$ cat src/rtl/vlan_inserter_if.sv
// AXI-Stream bundle used for the VLAN inserter ingress and egress ports.
interface vlan_inserter_if #(
   parameter int unsigned DATA_WIDTH = 256,
   parameter int unsigned USER_WIDTH = 128
);
   localparam int unsigned KEEP_WIDTH = DATA_WIDTH / 8;

   logic [DATA_WIDTH-1:0] tdata;
   logic [KEEP_WIDTH-1:0] tkeep;
   logic [USER_WIDTH-1:0] tuser;
   logic                  tvalid;
   logic                  tlast;
   logic                  tready;

   modport master (output tdata, tkeep, tuser, tvalid, tlast, input tready);
   modport slave  (input tdata, tkeep, tuser, tvalid, tlast, output tready);
endinterface

$ cat src/rtl/vlan_inserter.sv
// Inserts an 802.1Q tag (81 00 + TCI) after the MAC addresses of frames from
// selected source ports, shifting the rest of the frame by four bytes.
module vlan_inserter #(
   parameter int unsigned C_M_AXIS_DATA_WIDTH  = 256,
   parameter int unsigned C_S_AXIS_DATA_WIDTH  = 256,
   parameter int unsigned C_M_AXIS_TUSER_WIDTH = 128,
   parameter int unsigned C_S_AXIS_TUSER_WIDTH = 128,
   parameter logic [7:0]  TAG_PORT_MASK        = 8'h05
) (
   input  logic           axis_aclk,
   input  logic           axis_resetn,
   vlan_inserter_if.slave  s_axis,
   vlan_inserter_if.master m_axis,
   input  logic [11:0]    cfg_vid,
   input  logic [2:0]     cfg_pcp,
   input  logic           cfg_enable,
   output logic [31:0]    tagged_cnt,
   output logic [31:0]    passed_cnt
);
   localparam int unsigned S_DW = C_S_AXIS_DATA_WIDTH;
   localparam int unsigned S_KW = S_DW / 8;
   localparam int unsigned S_UW = C_S_AXIS_TUSER_WIDTH;
   localparam int unsigned M_DW = C_M_AXIS_DATA_WIDTH;
   localparam int unsigned M_KW = M_DW / 8;
   localparam int unsigned M_UW = C_M_AXIS_TUSER_WIDTH;

   typedef enum logic [1:0] {HEADER, TAG_BODY, PASS_BODY, EXTRA} state_t;

   state_t            state_q, state_d;
   logic [M_DW-1:0]   data_q, data_d;
   logic [M_KW-1:0]   keep_q, keep_d;
   logic [M_UW-1:0]   user_q, user_d;
   logic              valid_q, valid_d;
   logic              last_q, last_d;
   logic              tagged_q, tagged_d;
   logic [31:0]       carry_data_q, carry_data_d;
   logic [3:0]        carry_keep_q, carry_keep_d;

   logic [S_DW-1:0]   in_data;
   logic [S_KW-1:0]   in_keep;
   logic [S_UW-1:0]   in_user;
   logic              in_last;
   logic              load_ok_c;
   logic              ready_c;
   logic              in_fire_c;
   logic              tag_hit_c;
   logic              carry_need_c;

   assign in_data = s_axis.tdata;
   assign in_keep = s_axis.tkeep;
   assign in_user = s_axis.tuser;
   assign in_last = s_axis.tlast;

   // Output stage can take a new beat when empty or draining this cycle.
   assign load_ok_c    = ~valid_q | m_axis.tready;
   assign ready_c      = axis_resetn & load_ok_c & (state_q != EXTRA);
   assign in_fire_c    = s_axis.tvalid & ready_c;
   assign tag_hit_c    = cfg_enable & (|(in_user[23:16] & TAG_PORT_MASK)) &
                         (&in_keep[13:0]) & (in_data[111:96] != 16'h0081);
   assign carry_need_c = |in_keep[31:28];

   assign s_axis.tready = ready_c;
   assign m_axis.tdata  = data_q;
   assign m_axis.tkeep  = keep_q;
   assign m_axis.tuser  = user_q;
   assign m_axis.tvalid = valid_q;
   assign m_axis.tlast  = last_q;

   always_ff @(posedge axis_aclk or negedge axis_resetn) begin
      if (!axis_resetn) state_q <= HEADER;
      else              state_q <= state_d;
   end

   // Next state and next contents of the output/carry registers.
   always_comb begin
      state_d      = state_q;
      valid_d      = valid_q & ~m_axis.tready;
      data_d       = data_q;
      keep_d       = keep_q;
      user_d       = user_q;
      last_d       = last_q;
      tagged_d     = tagged_q;
      carry_data_d = carry_data_q;
      carry_keep_d = carry_keep_q;
      unique case (state_q)
         HEADER: begin
            if (in_fire_c) begin
               valid_d  = 1'b1;
               tagged_d = tag_hit_c;
               if (tag_hit_c) begin
                  data_d = {in_data[223:96], cfg_vid[7:0], cfg_pcp, 1'b0, cfg_vid[11:8],
                            8'h00, 8'h81, in_data[95:0]};
                  keep_d = {in_keep[27:12], 4'hF, in_keep[11:0]};
                  user_d = {in_user[S_UW-1:16], 16'(in_user[15:0] + 16'd4)};
                  carry_data_d = in_data[255:224];
                  carry_keep_d = in_keep[31:28];
                  last_d  = in_last & ~carry_need_c;
                  state_d = in_last ? (carry_need_c ? EXTRA : HEADER) : TAG_BODY;
               end else begin
                  data_d  = in_data;
                  keep_d  = in_keep;
                  user_d  = in_user;
                  last_d  = in_last;
                  state_d = in_last ? HEADER : PASS_BODY;
               end
            end
         end
         TAG_BODY: begin
            if (in_fire_c) begin
               valid_d      = 1'b1;
               data_d       = {in_data[223:0], carry_data_q};
               keep_d       = {in_keep[27:0], carry_keep_q};
               user_d       = in_user;
               carry_data_d = in_data[255:224];
               carry_keep_d = in_keep[31:28];
               last_d       = in_last & ~carry_need_c;
               if (in_last) state_d = carry_need_c ? EXTRA : HEADER;
            end
         end
         PASS_BODY: begin
            if (in_fire_c) begin
               valid_d = 1'b1;
               data_d  = in_data;
               keep_d  = in_keep;
               user_d  = in_user;
               last_d  = in_last;
               if (in_last) state_d = HEADER;
            end
         end
         EXTRA: begin
            if (load_ok_c) begin
               valid_d  = 1'b1;
               data_d   = {224'b0, carry_data_q};
               keep_d   = {28'b0, carry_keep_q};
               user_d   = '0;
               last_d   = 1'b1;
               tagged_d = 1'b1;
               state_d  = HEADER;
            end
         end
      endcase
   end

   always_ff @(posedge axis_aclk or negedge axis_resetn) begin
      if (!axis_resetn) begin
         valid_q      <= 1'b0;
         data_q       <= '0;
         keep_q       <= '0;
         user_q       <= '0;
         last_q       <= 1'b0;
         tagged_q     <= 1'b0;
         carry_data_q <= '0;
         carry_keep_q <= '0;
      end else begin
         valid_q      <= valid_d;
         data_q       <= data_d;
         keep_q       <= keep_d;
         user_q       <= user_d;
         last_q       <= last_d;
         tagged_q     <= tagged_d;
         carry_data_q <= carry_data_d;
         carry_keep_q <= carry_keep_d;
      end
   end

   // Frame counters advance when the final beat of a frame leaves.
   always_ff @(posedge axis_aclk or negedge axis_resetn) begin
      if (!axis_resetn) begin
         tagged_cnt <= '0;
         passed_cnt <= '0;
      end else if (valid_q && m_axis.tready && last_q) begin
         if (tagged_q) tagged_cnt <= tagged_cnt + 32'd1;
         else          passed_cnt <= passed_cnt + 32'd1;
      end
   end
endmodule

$ cat src/flat_wrapper.sv
// flat-port wrapper written by rule: the top's interface ports become plain ports
module vlan_inserter_flat 
#(
   parameter int unsigned C_M_AXIS_DATA_WIDTH  = 256,
   parameter int unsigned C_S_AXIS_DATA_WIDTH  = 256,
   parameter int unsigned C_M_AXIS_TUSER_WIDTH = 128,
   parameter int unsigned C_S_AXIS_TUSER_WIDTH = 128,
   parameter logic [7:0]  TAG_PORT_MASK        = 8'h05
)
  (axis_aclk, axis_resetn, cfg_vid, cfg_pcp, cfg_enable, tagged_cnt, passed_cnt, s_axis_tdata, s_axis_tkeep, s_axis_tuser, s_axis_tvalid, s_axis_tlast, s_axis_tready, m_axis_tdata, m_axis_tkeep, m_axis_tuser, m_axis_tvalid, m_axis_tlast, m_axis_tready);
  vlan_inserter_if #(.DATA_WIDTH(256), .USER_WIDTH(128)) s_axis_i ();
  vlan_inserter_if #(.DATA_WIDTH(256), .USER_WIDTH(128)) m_axis_i ();
  input  logic axis_aclk;
  input  logic axis_resetn;
  input  logic [11:0] cfg_vid;
  input  logic [2:0] cfg_pcp;
  input  logic cfg_enable;
  output logic [31:0] tagged_cnt;
  output logic [31:0] passed_cnt;
  input wire logic [$bits(s_axis_i.tdata)-1:0] s_axis_tdata;
  input wire logic [$bits(s_axis_i.tkeep)-1:0] s_axis_tkeep;
  input wire logic [$bits(s_axis_i.tuser)-1:0] s_axis_tuser;
  input wire logic [$bits(s_axis_i.tvalid)-1:0] s_axis_tvalid;
  input wire logic [$bits(s_axis_i.tlast)-1:0] s_axis_tlast;
  output wire logic [$bits(s_axis_i.tready)-1:0] s_axis_tready;
  output wire logic [$bits(m_axis_i.tdata)-1:0] m_axis_tdata;
  output wire logic [$bits(m_axis_i.tkeep)-1:0] m_axis_tkeep;
  output wire logic [$bits(m_axis_i.tuser)-1:0] m_axis_tuser;
  output wire logic [$bits(m_axis_i.tvalid)-1:0] m_axis_tvalid;
  output wire logic [$bits(m_axis_i.tlast)-1:0] m_axis_tlast;
  input wire logic [$bits(m_axis_i.tready)-1:0] m_axis_tready;
  assign s_axis_i.tdata = s_axis_tdata;
  assign s_axis_i.tkeep = s_axis_tkeep;
  assign s_axis_i.tuser = s_axis_tuser;
  assign s_axis_i.tvalid = s_axis_tvalid;
  assign s_axis_i.tlast = s_axis_tlast;
  assign s_axis_tready = s_axis_i.tready;
  assign m_axis_tdata = m_axis_i.tdata;
  assign m_axis_tkeep = m_axis_i.tkeep;
  assign m_axis_tuser = m_axis_i.tuser;
  assign m_axis_tvalid = m_axis_i.tvalid;
  assign m_axis_tlast = m_axis_i.tlast;
  assign m_axis_i.tready = m_axis_tready;
  vlan_inserter #(.C_M_AXIS_DATA_WIDTH(C_M_AXIS_DATA_WIDTH), .C_S_AXIS_DATA_WIDTH(C_S_AXIS_DATA_WIDTH), .C_M_AXIS_TUSER_WIDTH(C_M_AXIS_TUSER_WIDTH), .C_S_AXIS_TUSER_WIDTH(C_S_AXIS_TUSER_WIDTH), .TAG_PORT_MASK(TAG_PORT_MASK)) u_core (.axis_aclk(axis_aclk), .axis_resetn(axis_resetn), .s_axis(s_axis_i), .m_axis(m_axis_i), .cfg_vid(cfg_vid), .cfg_pcp(cfg_pcp), .cfg_enable(cfg_enable), .tagged_cnt(tagged_cnt), .passed_cnt(passed_cnt));
endmodule
$ cat config.mk
export PLATFORM = sky130hd
export DESIGN_NAME = vlan_inserter_flat
export DESIGN_NICKNAME = d
export VERILOG_FILES = /design/src/rtl/vlan_inserter_if.sv /design/src/rtl/vlan_inserter.sv /design/src/flat_wrapper.sv
export SDC_FILE = /design/constraint.sdc
export NUM_CORES = 1
export LEC_CHECK = 0
export BUFFER_PORTS_ARGS = -buffer_cell sky130_fd_sc_hd__clkbuf_2
export CAP_MARGIN = 20
export CORE_AREA = 4 4 351 353
export DETAILED_ROUTE_END_ITERATION = 16
export DIE_AREA = 0 0 355 357
export PLACE_DENSITY_LB_ADDON = 0.08
export SLEW_MARGIN = 10
export SYNTH_ARGS = -nofsm -noshare
export SYNTH_HDL_FRONTEND = slang
export SYNTH_SLANG_ARGS = --single-unit
export TNS_END_PERCENT = 30
$ cat constraint.sdc
create_clock -name axis_aclk -period 3.3 [get_ports axis_aclk]
set_input_delay 0.33 -clock axis_aclk [delete_from_list [all_inputs] [get_ports axis_aclk]]
set_output_delay 0.33 -clock axis_aclk [all_outputs]
set_load 0.03 [all_outputs]
==> impl_metrics.yaml <==
worst_setup_path:
  cp_common_cell: "buf_4"
  cp-end-kind: "register"
  crit_required_ns: 3.81
  path_depth: 12
  rr_worst_depth: 10
  startpoint_type: "input port"
  crit_slowest_cell: "dlygate4sd3_1"
  crit_buf_inv: 7
  worstPathCellList: "dlygate4sd3_1 -> clkbuf_2 -> nor4_1 -> buf_4 -> nand4_1 -> buf_4 -> nand3_4 -> a21oi_4 -> buf_4 -> buf_12 -> a221o_1 -> dlygate4sd3_1"
  ff2ff_setup_slack_ns: 0.19
  cp_max_fo: 42
  crit_type: "in -> reg"
  crit_arrival_ns: 3.67
  path_delay_family: "buffers and inverters"
  max_stage_delay_ns: 0.57
synth:
  synth-simple-area-share_pct: 19.3
  synthMuxAreaShare_pct: 3.47
  synth_compound_area_share_pct: 13.4
  synth_cells: 2146
  synthArstFlopShare_pct: 100
  yosysWarnings: 0
  synthFlopType: "dfrtp_1"
  synth.distinct_cells: 55
  synthAdderAreaFrac_pct: 0.441
  synth_top_family_by_area: "simple AND/OR/NAND/NOR gates"
  syn_area_per_cell_sq_um: 10.6
  ys_ff_latch: 521
  ys_seq_area_share_pct: 57.4
  synth_xor_area_share_pct: 2.62
  synth.cell_area_sq_mm: 0.0227
  synth_fp_nets: 2591
  synth_edf_count: 0
routing:
  routedWlPerCell_um: 23.1
  drc_errors: 0
  via_per_inst: 4.43
  ant_nets: 0
  drt_iter0_drc: 1604
  drt-total-wl_um: 119000
  vias: 22888
  dr.pass1.iters: 5
clocking:
  clock-root-buffer: "clkbuf_16"
  cts_buffer_depth: 3
  htree_levels: 3
  clock_latency_ns: 0.63
  post_cts_resized: 0
  clkTransAtPathRegs_ns: 0.06
  cts.sinks: 521
  cts_buffers: 71
  cts_tree: "built"
job:
  maxCapViolations: 0
timing:
  rsz0062_at_grt: "false"
  setup-tns-final_ns: 0
  timing.fmax_mhz: 317
  slew_viol_final: 0
  slew_headroom_pct: 33.5
  worstMarginPinSlew_ns: 0.998
  setup_violations: 0
  finalClockSkew_ns: 0.0261
  hold_viol_final: 0
  finalCritPeriodShare_pct: 95.5
  period_needed_ns: 3.15
global_routing:
  grt_max_degree: 142
  antenna_found_initial: 15
  grt_pass1_vias: 24071
  grt-ovfl-total: 0
  grt_usage_pct: 18.1
  grt_pass1_wl_um: 171000
finish:
  post-route-util_pct: 30.5
  final_area_sq_mm: 0.0366
  drive_gt1_share_pct: 32.3
  multi_input_area_sq_mm: 0.00897
  fillers: 12754
  final_common_cell: "clkbuf_2"
  syn_to_final_growth_pct: 61.0
  seq_area_sq_mm: 0.0130
  final_cell_mix: "918 x clkbuf_2, 520 x dfrtp_1, 456 x dlygate4sd3_1"
  nets: 3946
status:
  status: "finished, final reports clean"
power_and_ir_drop:
  clockPowerShare_pct: 22.2
  pwr-share-comb_pct: 48.7
  internal_power_mw: 19.5
  p_seq_share_pct: 29.1
  switching_power_mw: 16.3
  irDropWorstVdd_v: 0.000453
  leakagePower_nw: 17.7
  p_sw_share_pct: 45.4
  p_per_area_mw_per_mm2: 979
worst_hold_path:
  hold_path_class: "in -> reg"
  holdPathStages: 3
place:
  place_congestion: 0.879
  numPortBuffers: 919
  placed_area_sq_mm: 0.0296
  dp_hpwl_um: 88500
floorplanning:
  initial_utilization_pct: 19.0
  core_area_sq_mm: 0.120
  ios: 920
  die_height_um: 357
  die-area_sq_mm: 0.127
  num_rows: 127
  dieWidth_um: 355
[registers in the layout, indices dropped and copies added, names as in the netlist]
| register | count |
|---|---|
| u_core.m_axis.tkeep | 32 |
| u_core.carry_keep_q | 4 |
| u_core.carry_data_q | 32 |
| u_core.m_axis.tuser | 128 |
| u_core.tagged_q | 1 |
| u_core.m_axis.tvalid | 1 |
| u_core.tagged_cnt | 32 |
| u_core.m_axis.tlast | 1 |
| u_core.m_axis.tdata | 256 |
| u_core.passed_cnt | 32 |
| u_core.state_q | 2 |
[metrics by stage]
stage               power, mW  instances  setup WS (ns)  hold WS [ns]
CTS                      36.4       5161         0.0619      0.000113
detailed placement       26.7       4581          0.308         0.184
floorplan                20.2       2146          0.329        0.0344
finish                   35.8       5169          0.147        0.0454
global placement         26.6       4580          0.169         0.188
global route             38.0       5166         0.0457        0.0307
[worst reg2reg max path: stages (launching register included)]
cell	delay, ns
dfrtp_4	0.50
ha_1	0.28
nand2b_1	0.21
nor3_1	0.14
buf_4	0.24
a21oi_4	0.11
buf_12	0.17
buf_12	0.18
and2_1	0.35
a221o_1	0.26
dlygate4sd3_1	0.56
[layout make-up]
type                            instances  share of cell area [%]
Sequential cell                       521                    35.7
Timing Repair Buffer                 1444                    27.6
Multi-Input combinational cell       1453                    24.5
Clock buffer                          108                    5.96
Tap cell                             1612                    5.52
Clock inverter                         16                   0.554
Inverter                               10                   0.103
Antenna cell                            5                  0.0342
[power by group through the flow]
stage | Sequential [mW] | Clock, mW | Combinational (mW)
after global routing | 10.7 | 8.50 | 18.8
after global placement | 10.5 | 0 | 16.2
final | 10.4 | 7.93 | 17.4
after detailed placement | 10.5 | 0 | 16.2
after CTS | 10.4 | 8.28 | 17.7
after floorplan | 15.0 | 0 | 5.22
[final timing paths]
| path | from | endpoint |
|---|---|---|
| setup / recovery | s_axis_tdata[105] | u_core.m_axis.tdata[140] |
| hold / removal | s_axis_tdata[47] | u_core.m_axis.tdata[79] |
| setup reg to reg | u_core.state_q[0] | u_core.m_axis.tdata[159] |
| hold reg to reg | u_core.m_axis.tuser[120] | u_core.m_axis.tuser[120] |
| max in group asynchronous | axis_resetn | u_core.m_axis.tdata[22] |
| min in group asynchronous | axis_resetn | u_core.tagged_cnt[12] |
[routing by layer]
layer	share of wire, %	GRT usage (%)	wire length, um	vias to the layer above
met1	40	21.7	48100	11430
met2	49	31.2	58200	910
met3	8.2	5.46	9740	152
met4	2.8	5.82	3380	8
met5	0.048	0	57	-
li1	-	-	-	10388
[Yosys cell counts (2+ instances only)]
cell	number	area, sq um
nor3_1	6	30.0
nand2_1	310	1160
a21oi_1	63	315
o311ai_0	4	35.0
nor2_1	232	871
and4_1	7	61.3
mux2i_1	36	360
mux2_2	30	338
o21ai_0	10	50.1
a31oi_1	24	150
and4b_1	2	20.0
buf_6	7	78.8
clkbuf_1	97	364
or3_1	6	37.5
buf_2	46	230
buf_1	9	33.8
inv_1	10	37.5
a221oi_1	78	683
a221o_1	144	1440
and3_1	16	100
nand3_1	151	756
and2_1	144	901
buf_4	3	22.5
o22ai_1	3	18.8
o31ai_1	18	135
ha_1	8	100
nor2b_1	3	18.8
or2_2	5	31.3
nor4_1	8	50.1
nand4_1	25	156
nor4_4	2	42.5
a22oi_1	15	113
dfrtp_1	521	13000
nand2b_1	2	12.5
o211ai_1	2	15.0
mux2_1	8	90.1
or4_1	6	45.0
o211a_1	2	20.0
xnor2_1	49	429
xor2_1	19	166
[logic make-up (layout without fill, tap and decap cells)]
family,Yosys count,in the layout
XOR/XNOR,68,68
other,0,5
flip-flops,521,521
buffers and inverters,172,1578
AO/OA/AOI/OAI,369,369
adder cells (fa/ha/maj),8,8
multiplexers,74,74
AND/OR/NAND/NOR,934,934
[timing repair]
| item | 4_1_cts | 5_1_grt |
|---|---|---|
| hold buffers | 456 | 0 |
| endpoints found under the setup margin | 0 | 47 |
| hold endpoints to repair | 531 | 0 |
| setup buffers | 0 | 3 |
Note: power is estimated with default switching activity, not from simulation.
